**src/rtl/id_stage_param_if.sv**
```systemverilog
// ID/EXE pipeline-register bundle: the decoded instruction handed from ID to EXE.
interface id_stage_param_if #(
  parameter int DATA_W     = 32,
  parameter int REG_ADDR_W = 4
);
  logic                  id_valid;
  logic [DATA_W-1:0]     pc_out;
  logic                  mem_read_out;
  logic                  mem_write_out;
  logic                  wb_en_out;
  logic                  imm_out;
  logic                  branch_out;
  logic                  s_out;
  logic [3:0]            exe_cmd_out;
  logic [DATA_W-1:0]     val_rn_out;
  logic [DATA_W-1:0]     val_rm_out;
  logic [REG_ADDR_W-1:0] dest_out;
  logic [REG_ADDR_W-1:0] src1_out;
  logic [REG_ADDR_W-1:0] src2_out;
  logic [23:0]           signed_imm_out;
  logic [11:0]           shift_op_out;
  logic [3:0]            status_out;

  modport master (
    output id_valid, pc_out, mem_read_out, mem_write_out, wb_en_out, imm_out,
           branch_out, s_out, exe_cmd_out, val_rn_out, val_rm_out, dest_out,
           src1_out, src2_out, signed_imm_out, shift_op_out, status_out
  );

  modport slave (
    input  id_valid, pc_out, mem_read_out, mem_write_out, wb_en_out, imm_out,
           branch_out, s_out, exe_cmd_out, val_rn_out, val_rm_out, dest_out,
           src1_out, src2_out, signed_imm_out, shift_op_out, status_out
  );
endinterface

```
**src/rtl/id_stage_param.sv**
```systemverilog
// ARM decode stage: field decode, control, register file, hazard detection and
// the ID/EXE pipeline register with flush / freeze / bubble handling.
module id_stage_param #(
  parameter int DATA_W     = 32,
  parameter int REG_ADDR_W = 4,
  parameter int WB_BYPASS  = 1,
  parameter int FWD_EN     = 0
) (
  input  logic                  clk,
  input  logic                  rst,
  input  logic                  flush,
  input  logic                  freeze,
  input  logic                  if_valid,
  input  logic [DATA_W-1:0]     pc_in,
  input  logic [31:0]           instr_in,
  input  logic [3:0]            status_in,
  input  logic                  wb_en,
  input  logic [REG_ADDR_W-1:0] wb_addr,
  input  logic [DATA_W-1:0]     wb_data,
  input  logic                  exe_wb_en,
  input  logic [REG_ADDR_W-1:0] exe_dest,
  input  logic                  exe_mem_read,
  input  logic                  mem_wb_en,
  input  logic [REG_ADDR_W-1:0] mem_dest,
  output logic                  hazard_out,
  output logic [15:0]           hazard_cycles,
  id_stage_param_if.master      idex
);

  localparam int NREGS = 2 ** REG_ADDR_W;

  typedef logic [REG_ADDR_W-1:0] raddr_t;

  typedef enum logic [3:0] {
    OP_AND = 4'b0000,
    OP_EOR = 4'b0001,
    OP_SUB = 4'b0010,
    OP_ADD = 4'b0100,
    OP_ADC = 4'b0101,
    OP_SBC = 4'b0110,
    OP_TST = 4'b1000,
    OP_CMP = 4'b1010,
    OP_ORR = 4'b1100,
    OP_MOV = 4'b1101,
    OP_MVN = 4'b1111
  } opcode_e;

  typedef enum logic [3:0] {
    CMD_NOP = 4'b0000,
    CMD_MOV = 4'b0001,
    CMD_ADD = 4'b0010,
    CMD_ADC = 4'b0011,
    CMD_SUB = 4'b0100,
    CMD_SBC = 4'b0101,
    CMD_AND = 4'b0110,
    CMD_ORR = 4'b0111,
    CMD_EOR = 4'b1000,
    CMD_MVN = 4'b1001
  } exe_cmd_e;

  typedef struct packed {
    logic              valid;
    logic [DATA_W-1:0] pc;
    logic              mem_read;
    logic              mem_write;
    logic              wb_en;
    logic              imm;
    logic              branch;
    logic              s;
    logic [3:0]        exe_cmd;
    logic [DATA_W-1:0] val_rn;
    logic [DATA_W-1:0] val_rm;
    raddr_t            dest;
    raddr_t            src1;
    raddr_t            src2;
    logic [23:0]       signed_imm;
    logic [11:0]       shift_op;
    logic [3:0]        status;
  } idex_t;

  // Instruction fields
  logic [3:0] cond;
  logic [1:0] mode;
  logic       i_bit;
  logic [3:0] opcode;
  logic       s_bit;
  raddr_t     rn;
  raddr_t     rd;
  raddr_t     rm;

  assign cond   = instr_in[31:28];
  assign mode   = instr_in[27:26];
  assign i_bit  = instr_in[25];
  assign opcode = instr_in[24:21];
  assign s_bit  = instr_in[20];
  assign rn     = raddr_t'(instr_in[19:16]);
  assign rd     = raddr_t'(instr_in[15:12]);
  assign rm     = raddr_t'(instr_in[3:0]);

  // Condition evaluation against NZCV
  logic flag_n, flag_z, flag_c, flag_v;
  logic cond_ok;

  assign {flag_n, flag_z, flag_c, flag_v} = status_in;

  always_comb begin
    cond_ok = 1'b0;
    case (cond)
      4'd0:  cond_ok = flag_z;
      4'd1:  cond_ok = ~flag_z;
      4'd2:  cond_ok = flag_c;
      4'd3:  cond_ok = ~flag_c;
      4'd4:  cond_ok = flag_n;
      4'd5:  cond_ok = ~flag_n;
      4'd6:  cond_ok = flag_v;
      4'd7:  cond_ok = ~flag_v;
      4'd8:  cond_ok = flag_c & ~flag_z;
      4'd9:  cond_ok = ~flag_c | flag_z;
      4'd10: cond_ok = (flag_n == flag_v);
      4'd11: cond_ok = (flag_n != flag_v);
      4'd12: cond_ok = ~flag_z & (flag_n == flag_v);
      4'd13: cond_ok = flag_z | (flag_n != flag_v);
      4'd14: cond_ok = 1'b1;
      default: cond_ok = 1'b0;
    endcase
  end

  // Control unit
  logic       supported;
  logic [3:0] exe_cmd;
  logic       ctl_mem_read;
  logic       ctl_mem_write;
  logic       ctl_wb_en;
  logic       ctl_branch;
  logic       ctl_s;

  always_comb begin
    supported     = 1'b0;
    exe_cmd       = CMD_NOP;
    ctl_mem_read  = 1'b0;
    ctl_mem_write = 1'b0;
    ctl_wb_en     = 1'b0;
    ctl_branch    = 1'b0;
    ctl_s         = 1'b0;
    case (mode)
      2'b00: begin
        supported = 1'b1;
        ctl_wb_en = 1'b1;
        ctl_s     = s_bit;
        case (opcode)
          OP_MOV: exe_cmd = CMD_MOV;
          OP_MVN: exe_cmd = CMD_MVN;
          OP_ADD: exe_cmd = CMD_ADD;
          OP_ADC: exe_cmd = CMD_ADC;
          OP_SUB: exe_cmd = CMD_SUB;
          OP_SBC: exe_cmd = CMD_SBC;
          OP_AND: exe_cmd = CMD_AND;
          OP_ORR: exe_cmd = CMD_ORR;
          OP_EOR: exe_cmd = CMD_EOR;
          OP_CMP: begin
            exe_cmd   = CMD_SUB;
            ctl_wb_en = 1'b0;
          end
          OP_TST: begin
            exe_cmd   = CMD_AND;
            ctl_wb_en = 1'b0;
          end
          default: begin
            supported = 1'b0;
            ctl_wb_en = 1'b0;
            ctl_s     = 1'b0;
          end
        endcase
      end
      2'b01: begin
        supported     = 1'b1;
        exe_cmd       = CMD_ADD;
        ctl_mem_read  = s_bit;
        ctl_wb_en     = s_bit;
        ctl_mem_write = ~s_bit;
      end
      2'b10: begin
        supported  = i_bit;
        ctl_branch = i_bit;
      end
      default: supported = 1'b0;
    endcase
  end

  // Operand usage
  logic   is_branch;
  logic   is_str;
  logic   rn_used;
  logic   two_src;
  raddr_t src2;

  assign is_branch = (mode == 2'b10) & i_bit;
  assign is_str    = (mode == 2'b01) & ~s_bit;
  assign rn_used   = ~(((mode == 2'b00) & ((opcode == OP_MOV) | (opcode == OP_MVN))) | is_branch);
  assign two_src   = (~i_bit & (mode == 2'b00)) | is_str;
  assign src2      = is_str ? rd : rm;

  // Hazard detection; reset drops the freeze request immediately
  logic exe_hit;
  logic mem_hit;
  logic raw_hazard;

  assign exe_hit = exe_wb_en & ((rn_used & (rn == exe_dest)) | (two_src & (src2 == exe_dest)));
  assign mem_hit = mem_wb_en & ((rn_used & (rn == mem_dest)) | (two_src & (src2 == mem_dest)));
  assign raw_hazard = (FWD_EN != 0) ? (exe_hit & exe_mem_read) : (exe_hit | mem_hit);
  assign hazard_out = if_valid & raw_hazard & ~flush & ~rst;

  always_ff @(posedge clk or posedge rst) begin
    if (rst)
      hazard_cycles <= '0;
    else if (hazard_out & ~freeze & ~flush & (hazard_cycles != '1))
      hazard_cycles <= hazard_cycles + 16'd1;
  end

  // Register file
  logic [DATA_W-1:0] regs [NREGS];
  logic [DATA_W-1:0] val_rn;
  logic [DATA_W-1:0] val_rm;

  always_ff @(posedge clk or posedge rst) begin
    if (rst)
      regs <= '{default: '0};
    else if (wb_en)
      regs[wb_addr] <= wb_data;
  end

  assign val_rn = ((WB_BYPASS != 0) && wb_en && (wb_addr == rn))   ? wb_data : regs[rn];
  assign val_rm = ((WB_BYPASS != 0) && wb_en && (wb_addr == src2)) ? wb_data : regs[src2];

  // ID/EXE register: data fields always load; control is zeroed on flush or bubble
  logic  bubble;
  logic  kill;
  idex_t d;
  idex_t q;

  assign bubble = ~if_valid | ~cond_ok | ~supported | hazard_out;
  assign kill   = flush | bubble;

  always_comb begin
    d            = '0;
    d.pc         = pc_in;
    d.imm        = i_bit;
    d.val_rn     = val_rn;
    d.val_rm     = val_rm;
    d.dest       = rd;
    d.src1       = rn;
    d.src2       = src2;
    d.signed_imm = instr_in[23:0];
    d.shift_op   = instr_in[11:0];
    d.status     = status_in;
    if (!kill) begin
      d.valid     = 1'b1;
      d.mem_read  = ctl_mem_read;
      d.mem_write = ctl_mem_write;
      d.wb_en     = ctl_wb_en;
      d.branch    = ctl_branch;
      d.s         = ctl_s;
      d.exe_cmd   = exe_cmd;
    end
  end

  always_ff @(posedge clk or posedge rst) begin
    if (rst)
      q <= '0;
    else if (flush || !freeze)
      q <= d;
  end

  assign idex.id_valid       = q.valid;
  assign idex.pc_out         = q.pc;
  assign idex.mem_read_out   = q.mem_read;
  assign idex.mem_write_out  = q.mem_write;
  assign idex.wb_en_out      = q.wb_en;
  assign idex.imm_out        = q.imm;
  assign idex.branch_out     = q.branch;
  assign idex.s_out          = q.s;
  assign idex.exe_cmd_out    = q.exe_cmd;
  assign idex.val_rn_out     = q.val_rn;
  assign idex.val_rm_out     = q.val_rm;
  assign idex.dest_out       = q.dest;
  assign idex.src1_out       = q.src1;
  assign idex.src2_out       = q.src2;
  assign idex.signed_imm_out = q.signed_imm;
  assign idex.shift_op_out   = q.shift_op;
  assign idex.status_out     = q.status;

endmodule

```
**src/flat_wrapper.sv**
```systemverilog
// flat-port wrapper written by rule: the top's interface ports become plain ports
module id_stage_param_flat 
#(
  parameter int DATA_W     = 32,
  parameter int REG_ADDR_W = 4,
  parameter int WB_BYPASS  = 1,
  parameter int FWD_EN     = 0
)
  (clk, rst, flush, freeze, if_valid, pc_in, instr_in, status_in, wb_en, wb_addr, wb_data, exe_wb_en, exe_dest, exe_mem_read, mem_wb_en, mem_dest, hazard_out, hazard_cycles, idex_id_valid, idex_pc_out, idex_mem_read_out, idex_mem_write_out, idex_wb_en_out, idex_imm_out, idex_branch_out, idex_s_out, idex_exe_cmd_out, idex_val_rn_out, idex_val_rm_out, idex_dest_out, idex_src1_out, idex_src2_out, idex_signed_imm_out, idex_shift_op_out, idex_status_out);
  id_stage_param_if #(.DATA_W(DATA_W), .REG_ADDR_W(REG_ADDR_W)) idex_i ();
  input  logic clk;
  input  logic rst;
  input  logic flush;
  input  logic freeze;
  input  logic if_valid;
  input  logic [DATA_W-1:0] pc_in;
  input  logic [31:0] instr_in;
  input  logic [3:0] status_in;
  input  logic wb_en;
  input  logic [REG_ADDR_W-1:0] wb_addr;
  input  logic [DATA_W-1:0] wb_data;
  input  logic exe_wb_en;
  input  logic [REG_ADDR_W-1:0] exe_dest;
  input  logic exe_mem_read;
  input  logic mem_wb_en;
  input  logic [REG_ADDR_W-1:0] mem_dest;
  output logic hazard_out;
  output logic [15:0] hazard_cycles;
  output wire logic [$bits(idex_i.id_valid)-1:0] idex_id_valid;
  output wire logic [$bits(idex_i.pc_out)-1:0] idex_pc_out;
  output wire logic [$bits(idex_i.mem_read_out)-1:0] idex_mem_read_out;
  output wire logic [$bits(idex_i.mem_write_out)-1:0] idex_mem_write_out;
  output wire logic [$bits(idex_i.wb_en_out)-1:0] idex_wb_en_out;
  output wire logic [$bits(idex_i.imm_out)-1:0] idex_imm_out;
  output wire logic [$bits(idex_i.branch_out)-1:0] idex_branch_out;
  output wire logic [$bits(idex_i.s_out)-1:0] idex_s_out;
  output wire logic [$bits(idex_i.exe_cmd_out)-1:0] idex_exe_cmd_out;
  output wire logic [$bits(idex_i.val_rn_out)-1:0] idex_val_rn_out;
  output wire logic [$bits(idex_i.val_rm_out)-1:0] idex_val_rm_out;
  output wire logic [$bits(idex_i.dest_out)-1:0] idex_dest_out;
  output wire logic [$bits(idex_i.src1_out)-1:0] idex_src1_out;
  output wire logic [$bits(idex_i.src2_out)-1:0] idex_src2_out;
  output wire logic [$bits(idex_i.signed_imm_out)-1:0] idex_signed_imm_out;
  output wire logic [$bits(idex_i.shift_op_out)-1:0] idex_shift_op_out;
  output wire logic [$bits(idex_i.status_out)-1:0] idex_status_out;
  assign idex_id_valid = idex_i.id_valid;
  assign idex_pc_out = idex_i.pc_out;
  assign idex_mem_read_out = idex_i.mem_read_out;
  assign idex_mem_write_out = idex_i.mem_write_out;
  assign idex_wb_en_out = idex_i.wb_en_out;
  assign idex_imm_out = idex_i.imm_out;
  assign idex_branch_out = idex_i.branch_out;
  assign idex_s_out = idex_i.s_out;
  assign idex_exe_cmd_out = idex_i.exe_cmd_out;
  assign idex_val_rn_out = idex_i.val_rn_out;
  assign idex_val_rm_out = idex_i.val_rm_out;
  assign idex_dest_out = idex_i.dest_out;
  assign idex_src1_out = idex_i.src1_out;
  assign idex_src2_out = idex_i.src2_out;
  assign idex_signed_imm_out = idex_i.signed_imm_out;
  assign idex_shift_op_out = idex_i.shift_op_out;
  assign idex_status_out = idex_i.status_out;
  id_stage_param #(.DATA_W(DATA_W), .REG_ADDR_W(REG_ADDR_W), .WB_BYPASS(WB_BYPASS), .FWD_EN(FWD_EN)) u_core (.clk(clk), .rst(rst), .flush(flush), .freeze(freeze), .if_valid(if_valid), .pc_in(pc_in), .instr_in(instr_in), .status_in(status_in), .wb_en(wb_en), .wb_addr(wb_addr), .wb_data(wb_data), .exe_wb_en(exe_wb_en), .exe_dest(exe_dest), .exe_mem_read(exe_mem_read), .mem_wb_en(mem_wb_en), .mem_dest(mem_dest), .hazard_out(hazard_out), .hazard_cycles(hazard_cycles), .idex(idex_i));
endmodule
```
**config.mk**
```make
export PLATFORM = sky130hd
export DESIGN_NAME = id_stage_param_flat
export DESIGN_NICKNAME = d
export VERILOG_FILES = /design/src/rtl/id_stage_param_if.sv /design/src/rtl/id_stage_param.sv /design/src/flat_wrapper.sv
export SDC_FILE = /design/constraint.sdc
export NUM_CORES = 2
export LEC_CHECK = 0
export ABC_CLOCK_PERIOD_IN_PS = 55800
export BUFFER_PORTS_ARGS = -buffer_cell sky130_fd_sc_hd__buf_2
export CORE_MARGIN = 2
export CORE_UTILIZATION = 58
export CTS_CLUSTER_SIZE = 10
export DETAILED_ROUTE_END_ITERATION = 8
export PLACE_DENSITY = 0.78
export SLEW_MARGIN = 30
export SYNTH_ARGS = -nofsm -noshare
export SYNTH_HDL_FRONTEND = slang
export SYNTH_SLANG_ARGS = --single-unit
export TNS_END_PERCENT = 10
```
**constraint.sdc**
```tcl
create_clock -name clk -period 55.8 [get_ports clk]
set_input_delay 5.58 -clock clk [delete_from_list [all_inputs] [get_ports clk]]
set_output_delay 5.58 -clock clk [all_outputs]
set_load 0.01 [all_outputs]
```
==> flow_summary.yaml <==
detailed_routing:
  drt_iter0_drc: 2370
  antenna_left: 0
  first_pass_iters: 7
  detail_route.wirelength_mm: 97.3
  via_count: 23900
  drt-wirelength-per-cell_um: 27.2
  drc: 0
  vias_per_cell: 6.69
sta:
  max_freq_mhz: 72.5
  tns_ns: 0
  rsz0062_at_grt: "no"
  max-slew-margin-rel_pct: 39.3
  slew_viol_final: 0
  hold_viol: 0
  fin_skew_ns: 0.0215
  fin_crit_sh_pct: 24.7
  setup_violations: 0
  whs_ns: 0.465
  tightest_slew_ns: 0.911
  finalCriticalPeriod_ns: 13.79
clock_network:
  cts.repair.resized: 0
  cts-root-buf: "clkbuf_16"
  h-tree-depth: 3
  clockBufferDepth: 3
  path_clk_slew_ns: 0.05
  clock_latency_ns: 0.60
  holdBufCountCts: 0
  postCtsSetupBuffers: 0
  cts.sink_count: 667
  cts_made_buffers: 77
  cts_tree: "built"
synth:
  yosysTopAreaCell: "dfrtp_1"
  synth_flop_cell: "dfrtp_1"
  synth_compound_area_share_pct: 4.41
  avgSynthCellArea_um2: 12.9
  syn-cell-area_um2: 34000
  synth_top_family_by_area: "multiplexers"
  netlist_instances: 2629
  ys_ff_latch: 667
  synth-edff-count: 0
  synth_mux_area_share_pct: 34.0
  synth.most_common_cell: "dfrtp_1"
  synth-simple-area-share_pct: 7.76
  synth-adder-area-share_pct: 0.0368
  ys_seq_area_share_pct: 49.1
  synth_area_leaders: "dfrtp_1, mux2_2, mux4_2"
  synth_xor_area_share_pct: 1.13
  synth_fp_nets: 2751
  synth_warnings: 0
  synth_top_area_share_pct: 49.1
  ys_types: 48
  async_flop_share_pct: 100
  synth_common_cells: "dfrtp_1, mux2_2, nand2_1"
job:
  cap_viol_max_count: 0
hold_path:
  hold_depth: 2
  min_from: "u_core.idex.pc_out[19]"
  hold_class: "flop to flop"
finish:
  nNetsFinal: 2918
  layout-drive-gt1-share_pct: 42.5
  final_util_pct: 65.6
  final_cell_area_um2: 37900
  synthToLayoutAreaGrowth_pct: 11.5
die:
  die_w_um: 246
  chipHeight_um: 246
  start_util_pct: 58.8
  num_rows: 88
  coreArea_um2: 57800
  dieArea_um2: 60600
  pin_count: 297
grt:
  grt_busiest_layer: "met2"
  antenna_found_initial: 2
  grtUsageMet2_pct: 50.4
  track_usage_pct: 32.4
  met3_usage_pct: 7.17
  grt_max_degree: 183
  globalRouteOverflowTotal: 0
  grt_pass1_vias: 24600
  use_met1_pct: 43.7
  grt_pass1_wl_mm: 147
power_and_ir_drop:
  comb_power_share_pct: 22.4
  power_density_nw_per_um2: 37.3
  p_leak_nw: 16.4
  power_mw: 1.41
  p_sw_uw: 402
  switching_share_pct: 28.4
  intPower_mw: 1.01
  irDropWorstVdd_mv: 0.0239
  seqPwrFrac_pct: 47.0
  clkPwrFrac_pct: 30.6
place:
  portBuffers: 295
  hpwl_mm: 54.8
  gp_congestion: 0.941
  placed_cell_area_um2: 35800
critical_path:
  startpoint: "instr_in[26]"
  timing.rr.start: "u_core.hazard_cycles[0]"
  start_kind: "primary input"
  worstPathArrival_ns: 8.21
  reg2regPathDepth: 7
  crit_path_max_fanout: 24
  path_class: "primary input to output pin"
  critPathRequiredTime_ns: 50.22
  cp-end-kind: "output pin"
outcome:
  status: "finished, final reports clean"
per-stage QoR:
stage	std cells	setup WS (ns)
global placement	3481	41.81
detailed placement	3481	41.80
finish	3575	42.01
floorplan	2629	29.27
CTS	3571	41.77
global route	3574	41.83
metal layers:
layer / routed length [um] / vias up
met2: 46300 / 1297
li1: - / 9919
met4: 4080 / 0
met5: 0 / -
met1: 37700 / 12400
met3: 9210 / 265
power by group through the flow:
stage	clock network, mW	logic [mW]	registers, mW
2_1_floorplan	0	0.229	0.653
3_3_place_gp	0	0.302	0.654
3_5_place_dp	0	0.314	0.667
4_1_cts	0.439	0.316	0.660
5_1_grt	0.460	0.340	0.675
6_report	0.433	0.316	0.664
cells by family (layout without fill, tap and decap cells):
| logic type | Yosys count | after routing |
|---|---|---|
| mux | 810 | 810 |
| fa+ha+maj | 1 | 1 |
| buf+inv | 261 | 439 |
| xor+xnor | 44 | 44 |
| simple gates | 646 | 646 |
| flops | 667 | 667 |
| compound gates | 200 | 200 |
| other cells | 0 | 3 |
state kept, by name, indices dropped and copies added (netlist names), 11 cells and up:
name	flops
u_core.idex.signed_imm_out	13
u_core.idex.val_rm_out	32
u_core.idex.shift_op_out	11
u_core.idex.val_rn_out	32
u_core.idex.pc_out	32
u_core.hazard_cycles	16
u_core.regs	512
cell usage in the layout (no fill, tap or decap), drive strengths merged, types with 7 or more instances in the layout:
master	Yosys	layout
a21oi	10	10
a221o	32	32
a311oi	32	32
a31oi	35	35
a32oi	33	33
buf	112	341
clkbuf	142	89
dfrtp	667	667
inv	7	9
mux2	518	518
mux2i	68	68
mux4	224	224
nand2	495	495
nand2b	8	8
nand3	77	77
nand4	7	7
nor2	31	31
nor3	8	8
o21ai	48	48
xnor2	28	28
xor2	16	16
final timing paths:
check,end,slack (ns)
worst min register to register,u_core.idex.pc_out[19],0.47
worst max-delay path,hazard_out,42.01
worst max register to register,u_core.hazard_cycles[1],53.63
max in group asynchronous,u_core.regs[14],48.55
min in group asynchronous,u_core.idex.signed_imm_out[12],5.08
worst min-delay path,u_core.idex.pc_out[19],0.47
final cells by class:
cell class                      instances  area, um2
Sequential cell                       667      16700
Clock inverter                          2       17.5
Multi-Input combinational cell       1701      16300
Clock buffer                           88       1990
Inverter                                7       33.8
Timing Repair Buffer                  342       1920
Antenna cell                            3       7.51
Tap cell                              765        957
Fill cell                            4143      19900
worst max-delay path, cell delays in order:
cell,delay [ns]
buf_2,0.20
nor3b_4,0.62
mux2_2,0.85
xor2_1,0.13
nor3_1,0.24
nand4_1,0.21
a21oi_2,0.21
buf_2,0.15
Power figures use the tool's default switching activity.
